`src/rtl/muntjac_pkg.sv`:
```
// Shared muntjac memory-interface types plus the bundled dcache request used by the harness arbiter.
package muntjac_pkg;

    typedef enum logic [2:0] {
        MEM_LOAD  = 3'd0,
        MEM_STORE = 3'd1,
        MEM_LR    = 3'd2,
        MEM_SC    = 3'd3,
        MEM_AMO   = 3'd4
    } mem_op_e;

    typedef enum logic [1:0] {
        SIZE_EXT_ZERO   = 2'd0,
        SIZE_EXT_SIGNED = 2'd1,
        SIZE_EXT_ONE    = 2'd2
    } size_ext_e;

    typedef enum logic [3:0] {
        EXC_NONE           = 4'd0,
        EXC_LOAD_MISALIGN  = 4'd4,
        EXC_LOAD_ACCESS    = 4'd5,
        EXC_STORE_MISALIGN = 4'd6,
        EXC_STORE_ACCESS   = 4'd7,
        EXC_LOAD_PAGE      = 4'd13,
        EXC_STORE_PAGE     = 4'd15
    } exc_cause_e;

    typedef struct packed {
        exc_cause_e  cause;
        logic [63:0] tval;
    } exception_t;

    typedef struct packed {
        logic [63:0] address;
        logic [63:0] value;
        mem_op_e     op;
        logic [1:0]  size;
        size_ext_e   size_ext;
        logic [6:0]  amo;
        logic [63:0] atp;
        logic        prv;
        logic        sum;
        logic        mxr;
    } dcache_req_t;

endpackage

```
`src/rtl/dcache_harness_id_fifo.sv`:
```
// In-order FIFO holding the hart index of every outstanding memory request.
module dcache_harness_id_fifo #(
    parameter int unsigned WIDTH = 1,
    parameter int unsigned DEPTH = 4,
    localparam int unsigned PtrW = $clog2(DEPTH),
    localparam int unsigned CntW = $clog2(DEPTH + 1)
) (
    input  logic             i_clk,
    input  logic             i_rst,
    input  logic             i_push,
    input  logic [WIDTH-1:0] i_push_data,
    input  logic             i_pop,
    output logic [WIDTH-1:0] o_head,
    output logic             o_full,
    output logic             o_empty,
    output logic [CntW-1:0]  o_count
);

    logic [WIDTH-1:0] r_mem [DEPTH];
    logic [PtrW-1:0]  r_wr_ptr;
    logic [PtrW-1:0]  r_rd_ptr;
    logic [CntW-1:0]  r_count;
    logic             w_push;
    logic             w_pop;

    assign o_full  = (r_count == CntW'(DEPTH));
    assign o_empty = (r_count == '0);
    assign o_count = r_count;
    assign o_head  = r_mem[r_rd_ptr];
    assign w_push  = i_push & ~o_full;
    assign w_pop   = i_pop & ~o_empty;

    // Storage needs no reset: entries are only read while counted as occupied.
    always_ff @(posedge i_clk) begin
        if (w_push) begin
            r_mem[r_wr_ptr] <= i_push_data;
        end
    end

    always_ff @(posedge i_clk) begin
        if (i_rst) begin
            r_wr_ptr <= '0;
            r_rd_ptr <= '0;
            r_count  <= '0;
        end else begin
            if (w_push) begin
                r_wr_ptr <= r_wr_ptr + PtrW'(1);
            end
            if (w_pop) begin
                r_rd_ptr <= r_rd_ptr + PtrW'(1);
            end
            if (w_push && !w_pop) begin
                r_count <= r_count + CntW'(1);
            end else if (w_pop && !w_push) begin
                r_count <= r_count - CntW'(1);
            end
        end
    end

endmodule

```
`src/rtl/dcache_harness_arbiter.sv`:
```
// Round-robin merge of per-hart dcache ports onto one harness memory port, with in-order
// return routing and notifications fenced behind outstanding traffic.
module dcache_harness_arbiter
    import muntjac_pkg::*;
#(
    parameter int unsigned NumHarts   = 2,
    parameter int unsigned QueueDepth = 4,
    localparam int unsigned HartW     = (NumHarts > 1) ? $clog2(NumHarts) : 1,
    localparam int unsigned CountW    = $clog2(QueueDepth + 1)
) (
    input  logic                         clk_i,
    input  logic                         rst_i,

    input  logic [NumHarts-1:0]          h_req_valid,
    output logic [NumHarts-1:0]          h_req_ready,
    input  logic [NumHarts-1:0][63:0]    h_req_address,
    input  logic [NumHarts-1:0][63:0]    h_req_value,
    input  mem_op_e [NumHarts-1:0]       h_req_op,
    input  logic [NumHarts-1:0][1:0]     h_req_size,
    input  size_ext_e [NumHarts-1:0]     h_req_size_ext,
    input  logic [NumHarts-1:0][6:0]     h_req_amo,
    input  logic [NumHarts-1:0][63:0]    h_req_atp,
    input  logic [NumHarts-1:0]          h_req_prv,
    input  logic [NumHarts-1:0]          h_req_sum,
    input  logic [NumHarts-1:0]          h_req_mxr,

    output logic [NumHarts-1:0]          h_resp_valid,
    output logic [NumHarts-1:0][63:0]    h_resp_value,
    output logic [NumHarts-1:0]          h_ex_valid,
    output exception_t [NumHarts-1:0]    h_ex_exception,

    input  logic [NumHarts-1:0]          h_notif_valid,
    input  logic [NumHarts-1:0]          h_notif_reason,
    output logic [NumHarts-1:0]          h_notif_ready,

    output logic                         m_req_valid,
    input  logic                         m_req_ready,
    output logic [63:0]                  m_req_address,
    output logic [63:0]                  m_req_value,
    output mem_op_e                      m_req_op,
    output logic [1:0]                   m_req_size,
    output size_ext_e                    m_req_size_ext,
    output logic [6:0]                   m_req_amo,
    output logic [63:0]                  m_req_atp,
    output logic                         m_req_prv,
    output logic                         m_req_sum,
    output logic                         m_req_mxr,

    input  logic                         m_resp_valid,
    input  logic [63:0]                  m_resp_value,
    input  logic                         m_ex_valid,
    input  exception_t                   m_ex_exception,

    output logic                         m_notif_valid,
    output logic                         m_notif_reason,
    input  logic                         m_notif_ready,

    output logic [CountW-1:0]            outstanding_o,
    output logic                         err_o
);

    dcache_req_t [NumHarts-1:0] w_reqs;
    dcache_req_t                w_sel;
    logic [HartW-1:0]           r_rr;
    logic [HartW-1:0]           w_grant;
    logic [HartW-1:0]           w_rr_next;
    logic                       w_any_req;
    int unsigned                w_idx;
    logic                       w_accept;
    logic                       w_full;
    logic                       w_empty;
    logic [HartW-1:0]           w_head;
    logic [CountW-1:0]          w_count;
    logic                       w_ret_ok;
    logic                       w_ret_err;
    logic                       w_notif_block;
    logic                       w_nfound;
    logic [HartW-1:0]           w_nsel;
    logic                       r_err;

    always_comb begin
        w_reqs = '0;
        for (int unsigned h = 0; h < NumHarts; h++) begin
            w_reqs[h].address  = h_req_address[h];
            w_reqs[h].value    = h_req_value[h];
            w_reqs[h].op       = h_req_op[h];
            w_reqs[h].size     = h_req_size[h];
            w_reqs[h].size_ext = h_req_size_ext[h];
            w_reqs[h].amo      = h_req_amo[h];
            w_reqs[h].atp      = h_req_atp[h];
            w_reqs[h].prv      = h_req_prv[h];
            w_reqs[h].sum      = h_req_sum[h];
            w_reqs[h].mxr      = h_req_mxr[h];
        end
    end

    // Round-robin grant: first valid hart at or after the rr pointer, wrapping.
    always_comb begin
        w_grant   = '0;
        w_any_req = 1'b0;
        w_idx     = 0;
        for (int unsigned i = 0; i < NumHarts; i++) begin
            w_idx = (32'(r_rr) + i) % NumHarts;
            if (!w_any_req && h_req_valid[HartW'(w_idx)]) begin
                w_any_req = 1'b1;
                w_grant   = HartW'(w_idx);
            end
        end
    end

    assign w_notif_block = |h_notif_valid;
    assign m_req_valid   = ~rst_i & w_any_req & ~w_full & ~w_notif_block;
    assign w_accept      = m_req_valid & m_req_ready;
    assign w_rr_next     = HartW'((32'(w_grant) + 32'd1) % NumHarts);
    assign w_sel         = w_reqs[w_grant];

    assign m_req_address  = w_sel.address;
    assign m_req_value    = w_sel.value;
    assign m_req_op       = w_sel.op;
    assign m_req_size     = w_sel.size;
    assign m_req_size_ext = w_sel.size_ext;
    assign m_req_amo      = w_sel.amo;
    assign m_req_atp      = w_sel.atp;
    assign m_req_prv      = w_sel.prv;
    assign m_req_sum      = w_sel.sum;
    assign m_req_mxr      = w_sel.mxr;

    always_comb begin
        h_req_ready = '0;
        if (w_accept) begin
            h_req_ready[w_grant] = 1'b1;
        end
    end

    always_ff @(posedge clk_i) begin
        if (rst_i) begin
            r_rr <= '0;
        end else if (w_accept) begin
            r_rr <= w_rr_next;
        end
    end

    dcache_harness_id_fifo #(
        .WIDTH (HartW),
        .DEPTH (QueueDepth)
    ) u_id_fifo (
        .i_clk       (clk_i),
        .i_rst       (rst_i),
        .i_push      (w_accept),
        .i_push_data (w_grant),
        .i_pop       (w_ret_ok),
        .o_head      (w_head),
        .o_full      (w_full),
        .o_empty     (w_empty),
        .o_count     (w_count)
    );

    // A return is legal only with something outstanding and exactly one of resp/ex asserted.
    assign w_ret_ok  = ~rst_i & ~w_empty & (m_resp_valid ^ m_ex_valid);
    assign w_ret_err = ~rst_i & (m_resp_valid | m_ex_valid) & (w_empty | (m_resp_valid & m_ex_valid));

    always_comb begin
        h_resp_valid = '0;
        h_ex_valid   = '0;
        if (w_ret_ok) begin
            h_resp_valid[w_head] = m_resp_valid;
            h_ex_valid[w_head]   = m_ex_valid;
        end
    end

    assign h_resp_value   = {NumHarts{m_resp_value}};
    assign h_ex_exception = {NumHarts{m_ex_exception}};

    always_ff @(posedge clk_i) begin
        if (rst_i) begin
            r_err <= 1'b0;
        end else if (w_ret_err) begin
            r_err <= 1'b1;
        end
    end

    // Lowest-index notification wins; it is released only once all traffic has drained.
    always_comb begin
        w_nsel   = '0;
        w_nfound = 1'b0;
        for (int unsigned i = 0; i < NumHarts; i++) begin
            if (!w_nfound && h_notif_valid[HartW'(i)]) begin
                w_nfound = 1'b1;
                w_nsel   = HartW'(i);
            end
        end
    end

    assign m_notif_valid  = ~rst_i & w_notif_block & w_empty;
    assign m_notif_reason = h_notif_reason[w_nsel];

    always_comb begin
        h_notif_ready = '0;
        h_notif_ready[w_nsel] = m_notif_valid & m_notif_ready;
    end

    assign outstanding_o = w_count;
    assign err_o         = r_err;

endmodule

```
`config.mk`:
```
export PLATFORM = sky130hd
export DESIGN_NAME = dcache_harness_arbiter
export DESIGN_NICKNAME = d
export VERILOG_FILES = /design/src/rtl/muntjac_pkg.sv /design/src/rtl/dcache_harness_id_fifo.sv /design/src/rtl/dcache_harness_arbiter.sv
export SDC_FILE = /design/constraint.sdc
export NUM_CORES = 1
export LEC_CHECK = 0
export ABC_AREA = 1
export CORE_AREA = 2 2 403 405
export CTS_BUF_LIST = sky130_fd_sc_hd__clkbuf_4
export DETAILED_ROUTE_END_ITERATION = 8
export DIE_AREA = 0 0 405 407
export GPL_TIMING_DRIVEN = 0
export HOLD_SLACK_MARGIN = 0.08
export SLEW_MARGIN = 20
export SYNTH_ARGS = -nofsm -noshare
export SYNTH_HDL_FRONTEND = slang
export SYNTH_SLANG_ARGS = --single-unit
export TNS_END_PERCENT = 20
```
`constraint.sdc`:
```
create_clock -name clk_i -period 2.7 [get_ports clk_i]
set_input_delay 0.27 -clock clk_i [delete_from_list [all_inputs] [get_ports clk_i]]
set_output_delay 0.27 -clock clk_i [all_outputs]
set_load 0.05 [all_outputs]
```
==> metrics, run 1 <==
ys flop type=dfxtp_1; sw frac=63.9%; Clock Skews=0.00389 ns; layout cells sized above 1=26.4%; cell taking the most area after synthesis=nand2_1; WS Path Type=in -> out; P&R area growth vs syn=214%; largest stage delay on the critical path=0.53 ns; fmax=373 MHz; drt drc=0; clock slew at reported path FFs=0.10 ns; Port-buffer cells=916; GRT met2 Usage=20.3%; Synth top area share=45.0%; met3 usage=3.89%; # Max-Cap Violations=0; Yosys warnings=0; unrepaired setup endpoints after global routing=true; largest net degree at the start of global routing=14; Slew HR=41.8%; # rows=147; CTS resizes=826; Worst Setup Start Kind=input pin; Async SR Flop Fraction=0%; Routed WL=109 mm; DR iter-0 viols=588; Crit path required time=2.43 ns; crit-path max FO=12; CTS buffer count=3; Routed Antenna Nets=0; Sink Count=15; Hold Path Class=in -> reg; clock latency on the worst-skew pair=0.28 ns; Leak Pwr=7.49 nW; clk buf depth=2; grt ovf=0; total power=0.00521 W; synth top area cells=nand2_1, buf_4, dfxtp_1; Initial Util=3.38%; most instantiated cells after synthesis=nand2_1, buf_4, buf_2, nor2_1, inv_1; first-pass GRT wire length=124 mm; post-route cell area=17000 um^2; Total GRT Usage=12.2%; CTS tree=yes; die width=405 um; Psw=0.00333 W; Placed Area=17300 um^2; via count of the first global-routing pass=9498; Syn Area/Cell=5.12 um^2; Hold Fails Final Rpt=0; PwrDens=307 nW/um^2; syn nets=1629; I/O Pins=1050; Max IR drop VDD=0.000103 V; via count=10000; CP arrival=2.41 ns; Final setup viols=0; Tightest Pin Transition=0.871 ns; reg2reg path depth=11; clock network power share=2.6%; Post-CTS Hold Buffers=0; kind of end point of the critical path=primary output; Die H=407 um; Final #Nets=2550; Synth Instances=1059; Die ar.=165000 um^2; GRT Max-Usage Layer=met2; Max Transition Viols Final=0; Sequential Power Share=5.0%; Final min period=2.68 ns; GPL Wtd Cong=0.950; Seq/Total Area, Yosys=6.28%; crit path cell chain=clkdlybuf4s50_1, a21oi_4, inv_2, buf_6, buf_8, buf_4, nand2_1, nand2_1, buf_4; Cell Area, Synth=5420 um^2; initial antenna violation count=27; H-tree levels=1; CP max-delay cell=clkdlybuf4s50_1; Via density=2.41; iteration count of the initial detailed-routing pass=4; dpl hpwl=103 mm; Comb power frac=92.5%; top-count cell post-synth=nand2_1; status=finished clean; GRT met1 Usage=15.9%; flops & latches, synth=15; Worst Hold Depth=2; Root Buffer=clkbuf_4; WL/cell=26.1 um; final hold slack=0.280 ns; postcts setup bufs=0; core area=160000 um^2; internal cell power=0.00188 W; Post-synth EDFFs=4; Netlist cell types=19; ratio of final minimum period to clock period=99.3%
## cell families after synthesis
| kind of cell | count (synthesis) | synth area share (%) |
|---|---|---|
| flops | 15 | 6.28 |
| fa+ha+maj | 8 | 1.99 |
| buf+inv | 337 | 42.4 |
| simple gates | 690 | 48.0 |
| xor+xnor | 3 | 0.485 |
| compound gates | 6 | 0.762 |
## final timing paths
path,start,to,slack [ns]
worst max-delay path,h_req_valid[0],m_req_address[4],0.02
worst min-delay path,rst_i,err_o,0.28
worst max register to register,u_id_fifo.o_count[0],u_id_fifo.o_count[2],0.43
worst min register to register,r_rr,r_rr,0.49
## metal layers
| layer | part of all wire [%] | up-vias |
|---|---|---|
| met5 | 0.065 | - |
| met4 | 0.98 | 12 |
| met3 | 8.3 | 44 |
| met2 | 47 | 584 |
| met1 | 44 | 4652 |
| li1 | - | 4736 |
## power by group through the flow
stage	registers [W]	logic [W]	clock network (W)
after floorplan	0.000286	0.00246	0
after global placement	0.000263	0.00505	0
after detailed placement	0.000263	0.00504	0
after CTS	0.000258	0.00495	0.000140
after global routing	0.000260	0.00502	0.000148
final	0.000258	0.00482	0.000133
## metrics by stage
stage               cells  worst slack, ns  setup TNS (ns)  util (%)
floorplan            1059            0.144               0         -
global placement     4135            -1.83         -219.84      10.8
detailed placement   4135            -1.70         -212.48      10.8
CTS                  4139           -0.214          -0.959      10.7
global route         4143          -0.0602          -0.352      10.6
finish               4158           0.0187               0      10.6
## worst max-delay path, delay by kind of cell
family | cells | cell delay [ns]
buffers and inverters | 6 | 1.58
and+or+nand+nor | 2 | 0.41
AOI/OAI and AO/OA | 1 | 0.11
## cells in the final DEF, fill, tap and decap left out, types with 2 or more instances in the layout
cell type	synthesis	final
nand2_2	0	8
a21oi_1	3	3
buf_2	35	98
clkdlybuf4s18_2	0	10
buf_6	0	10
dfxtp_1	11	11
clkdlybuf4s50_1	0	700
dlygate4sd2_1	0	7
inv_1	25	25
ha_1	7	7
diode_2	0	19
edfxtp_1	4	4
nand2_1	650	642
clkbuf_2	0	16
buf_4	264	302
nand3_1	5	5
buf_8	0	4
nand4_1	2	2
nor2_1	32	32
o21ai_0	2	2
clkdlybuf4s15_2	0	51
clkbuf_4	0	20
clkbuf_1	6	3
xor2_1	3	3
clkdlybuf4s15_1	0	7
## final cells by class
cell class                      count  area (um^2)
Buffer                            311         2310
Antenna cell                       19         47.5
Clock buffer                        3         22.5
Clock inverter                      1         5.00
Multi-Input combinational cell    707         2800
Tap cell                         2160         2700
Inverter                           26         97.6
Fill cell                       18800       143000
Timing Repair Buffer              916         8670
Sequential cell                    15          340
Note: power is estimated with default switching activity, not from simulation.
==> run 2, diff against run 1 <==
--- a/config.mk
+++ b/config.mk
@@ -6,12 +6,13 @@
 export NUM_CORES = 1
 export LEC_CHECK = 0
 export ABC_AREA = 1
-export CORE_AREA = 2 2 403 405
+export CORE_AREA = 2 2 412 414
 export CTS_BUF_LIST = sky130_fd_sc_hd__clkbuf_4
 export DETAILED_ROUTE_END_ITERATION = 8
-export DIE_AREA = 0 0 405 407
+export DIE_AREA = 0 0 414 416
 export GPL_TIMING_DRIVEN = 0
 export HOLD_SLACK_MARGIN = 0.08
+export SKIP_CTS_REPAIR_TIMING = 1
 export SLEW_MARGIN = 20
 export SYNTH_ARGS = -nofsm -noshare
 export SYNTH_HDL_FRONTEND = slang
==> constraint.sdc (replaced) <==
create_clock -name clk_i -period 2.2 [get_ports clk_i]
set_input_delay 0.22 -clock clk_i [delete_from_list [all_inputs] [get_ports clk_i]]
set_output_delay 0.22 -clock clk_i [all_outputs]
set_load 0.05 [all_outputs]
==> run 2 against run 1 <==
Compared with the run above:
- the flow now finishes with violations (setup timing)
- core utilization up 0.44 points
- design area up 9.3%
- hold slack worse by 0.031 ns
- routed wire length up 12%
- clock power up 29%
- critical path depth unchanged
- die area up 4.5%
- final cell count up 2.0%
- power up 35%
- global-route usage up 0.94 points
- setup slack worse by 0.33 ns
- via count up 3.3%
- critical endpoint is now m_req_atp[23]
- highest routed layer unchanged
==> metrics, run 2 (synthesis results as in run 1) <==
Crit path required time=1.98 ns; FILL cells=19700; # rows=151; pre-CTS setup slack=-2.31 ns; RR Endpoint=u_id_fifo.o_count[2]; CP delay by family, top=buffers and inverters; CTS buffer count=3; largest net degree at the start of global routing=14; initial antenna violation count=38; clock latency on the worst-skew pair=0.28 ns; CP max-delay cell=clkbuf_2; largest stage delay on the critical path=0.36 ns; crit path cell chain=inv_2, a21oi_4, buf_12, inv_8, buf_12, clkbuf_2, nand2_1, nand2_1, clkbuf_2; failing checks=setup timing; Final Util=11.1%; PwrDens=378 nW/um^2; Hold Fails Final Rpt=0; most common cell after layout, fill and taps aside=clkdlybuf4s50_1; core area=168000 um^2; via count of the first global-routing pass=9866; grt ovf=0; worst reg2reg path startpoint=u_id_fifo.o_count[1]; WL/cell=28.7 um; Worst Setup Start Kind=flip-flop; beginning of the worst hold path=rst_i; Leak Pwr=8.32 nW; Via density=2.44; dpl hpwl=114 mm; Total GRT Usage=13.2%; Hold Path Class=in -> reg; reg2reg path depth=12; Port-buffer cells=916; Die ar.=172000 um^2; clock slew at reported path FFs=0.09 ns; via count=10400; H-tree levels=1; iteration count of the initial detailed-routing pass=5; Final WS setup=-0.307 ns; die width=414 um; GPL Wtd Cong=0.902; P&R area growth vs syn=243%; kind of end point of the critical path=primary output; Tightest Pin Transition=0.898 ns; Max Transition Viols Final=0; first-pass GRT wire length=139 mm; Final min period=2.51 ns; WS Path Type=reg -> out; CP arrival=2.29 ns; Slew HR=39.9%; ratio of final minimum period to clock period=114%; crit path buf inv count=6; status=finished with violations; Final #Nets=2579; layout cells sized above 1=32.0%; R2R setup slack=0.03 ns; Routed WL=122 mm; Worst Hold Depth=2; Sink Count=15; # Max-Cap Violations=0; most frequent cells in the layout=clkdlybuf4s50_1, nand2_1, buf_4; Initial Util=3.22%; Routed Antenna Nets=0; drt drc=0; Clock Skews=0.00395 ns; Root Buffer=clkbuf_4; crit-path max FO=10; DR iter-0 viols=720; Final setup viols=197; Max IR drop VDD=0.000135 V; I/O Pins=1050; Die H=416 um; fmax=399 MHz; clk buf depth=2; unrepaired setup endpoints after global routing=true; CTS tree=yes
==> run 2: changes by cell type in the layout (fill, tap and decap cells not counted), sizes merged <==
| cell | before | now |
|---|---|---|
| buf | 415 | 402 |
| clkbuf | 39 | 140 |
| clkdlybuf4s15 | 58 | 0 |
| clkdlybuf4s18 | 10 | 0 |
| clkdlybuf4s50 | 700 | 697 |
| clkinv | 1 | 0 |
| diode | 19 | 15 |
| dlygate4sd2 | 7 | 0 |
| dlymetal6s2s | 1 | 21 |
==> run 2: worst reg2reg max path, delay by kind of cell (launching register included) <==
kind / cells / cell delay [ns]
fa+ha+maj: 2 / 0.60
flops: 1 / 0.43
compound gates: 2 / 0.20
simple gates: 6 / 0.75
buf+inv: 2 / 0.15
==> run 2: how the worst max path moves through the flow <==
stage / start / endpoint / slack, ns / cells after the start
after CTS: h_req_valid[0] / m_req_address[27] / -2.32 / 9
final: r_rr / m_req_atp[23] / -0.31 / 9
after global placement: h_req_valid[0] / m_req_amo[4] / -2.75 / 8
after global routing: r_rr / m_req_address[23] / -0.32 / 11
after detailed placement: h_req_valid[0] / m_req_address[27] / -2.31 / 9
after floorplan: u_id_fifo.o_count[0] / u_id_fifo.o_count[2] / -0.08 / 11
==> run 2: report_power, final <==
part	internal [W]	switching, W
clock network	0.0000826	0.0000891
registers	0.000300	0.0000156
logic	0.00226	0.00426
==> run 2: area by class of cell <==
cell class	instances	area (um^2)	share of cell area [%]
Antenna cell	15	37.5	0.202
Buffer	311	2560	13.8
Clock buffer	4	30.0	0.162
Inverter	26	105	0.566
Multi-Input combinational cell	707	3290	17.7
Sequential cell	15	343	1.84
Tap cell	2218	2780	14.9
Timing Repair Buffer	945	9430	50.8
==> run 2: per-layer routing <==
layer | GRT usage, % | vias up | wire (um)
met1 | 15.5 | 4809 | 48200
met4 | 2.28 | 34 | 3620
met5 | 0 | - | 247
li1 | - | 4800 | -
met2 | 22.4 | 621 | 57400
met3 | 5.48 | 97 | 12500
==> run 2: metrics by stage <==
step                area (um^2)  hold slack (ns)  std cells  power (W)  TNS, ns
global placement          17400            0.467       4193    0.00667  -351.72
global route              18600            0.268       4228    0.00732   -43.20
floorplan                  5430            0.426       1059    0.00337  -0.0812
detailed placement        17300            0.475       4193    0.00667  -338.44
finish                    18600            0.249       4241    0.00702   -24.37
CTS                       17400            0.254       4197    0.00684  -338.67
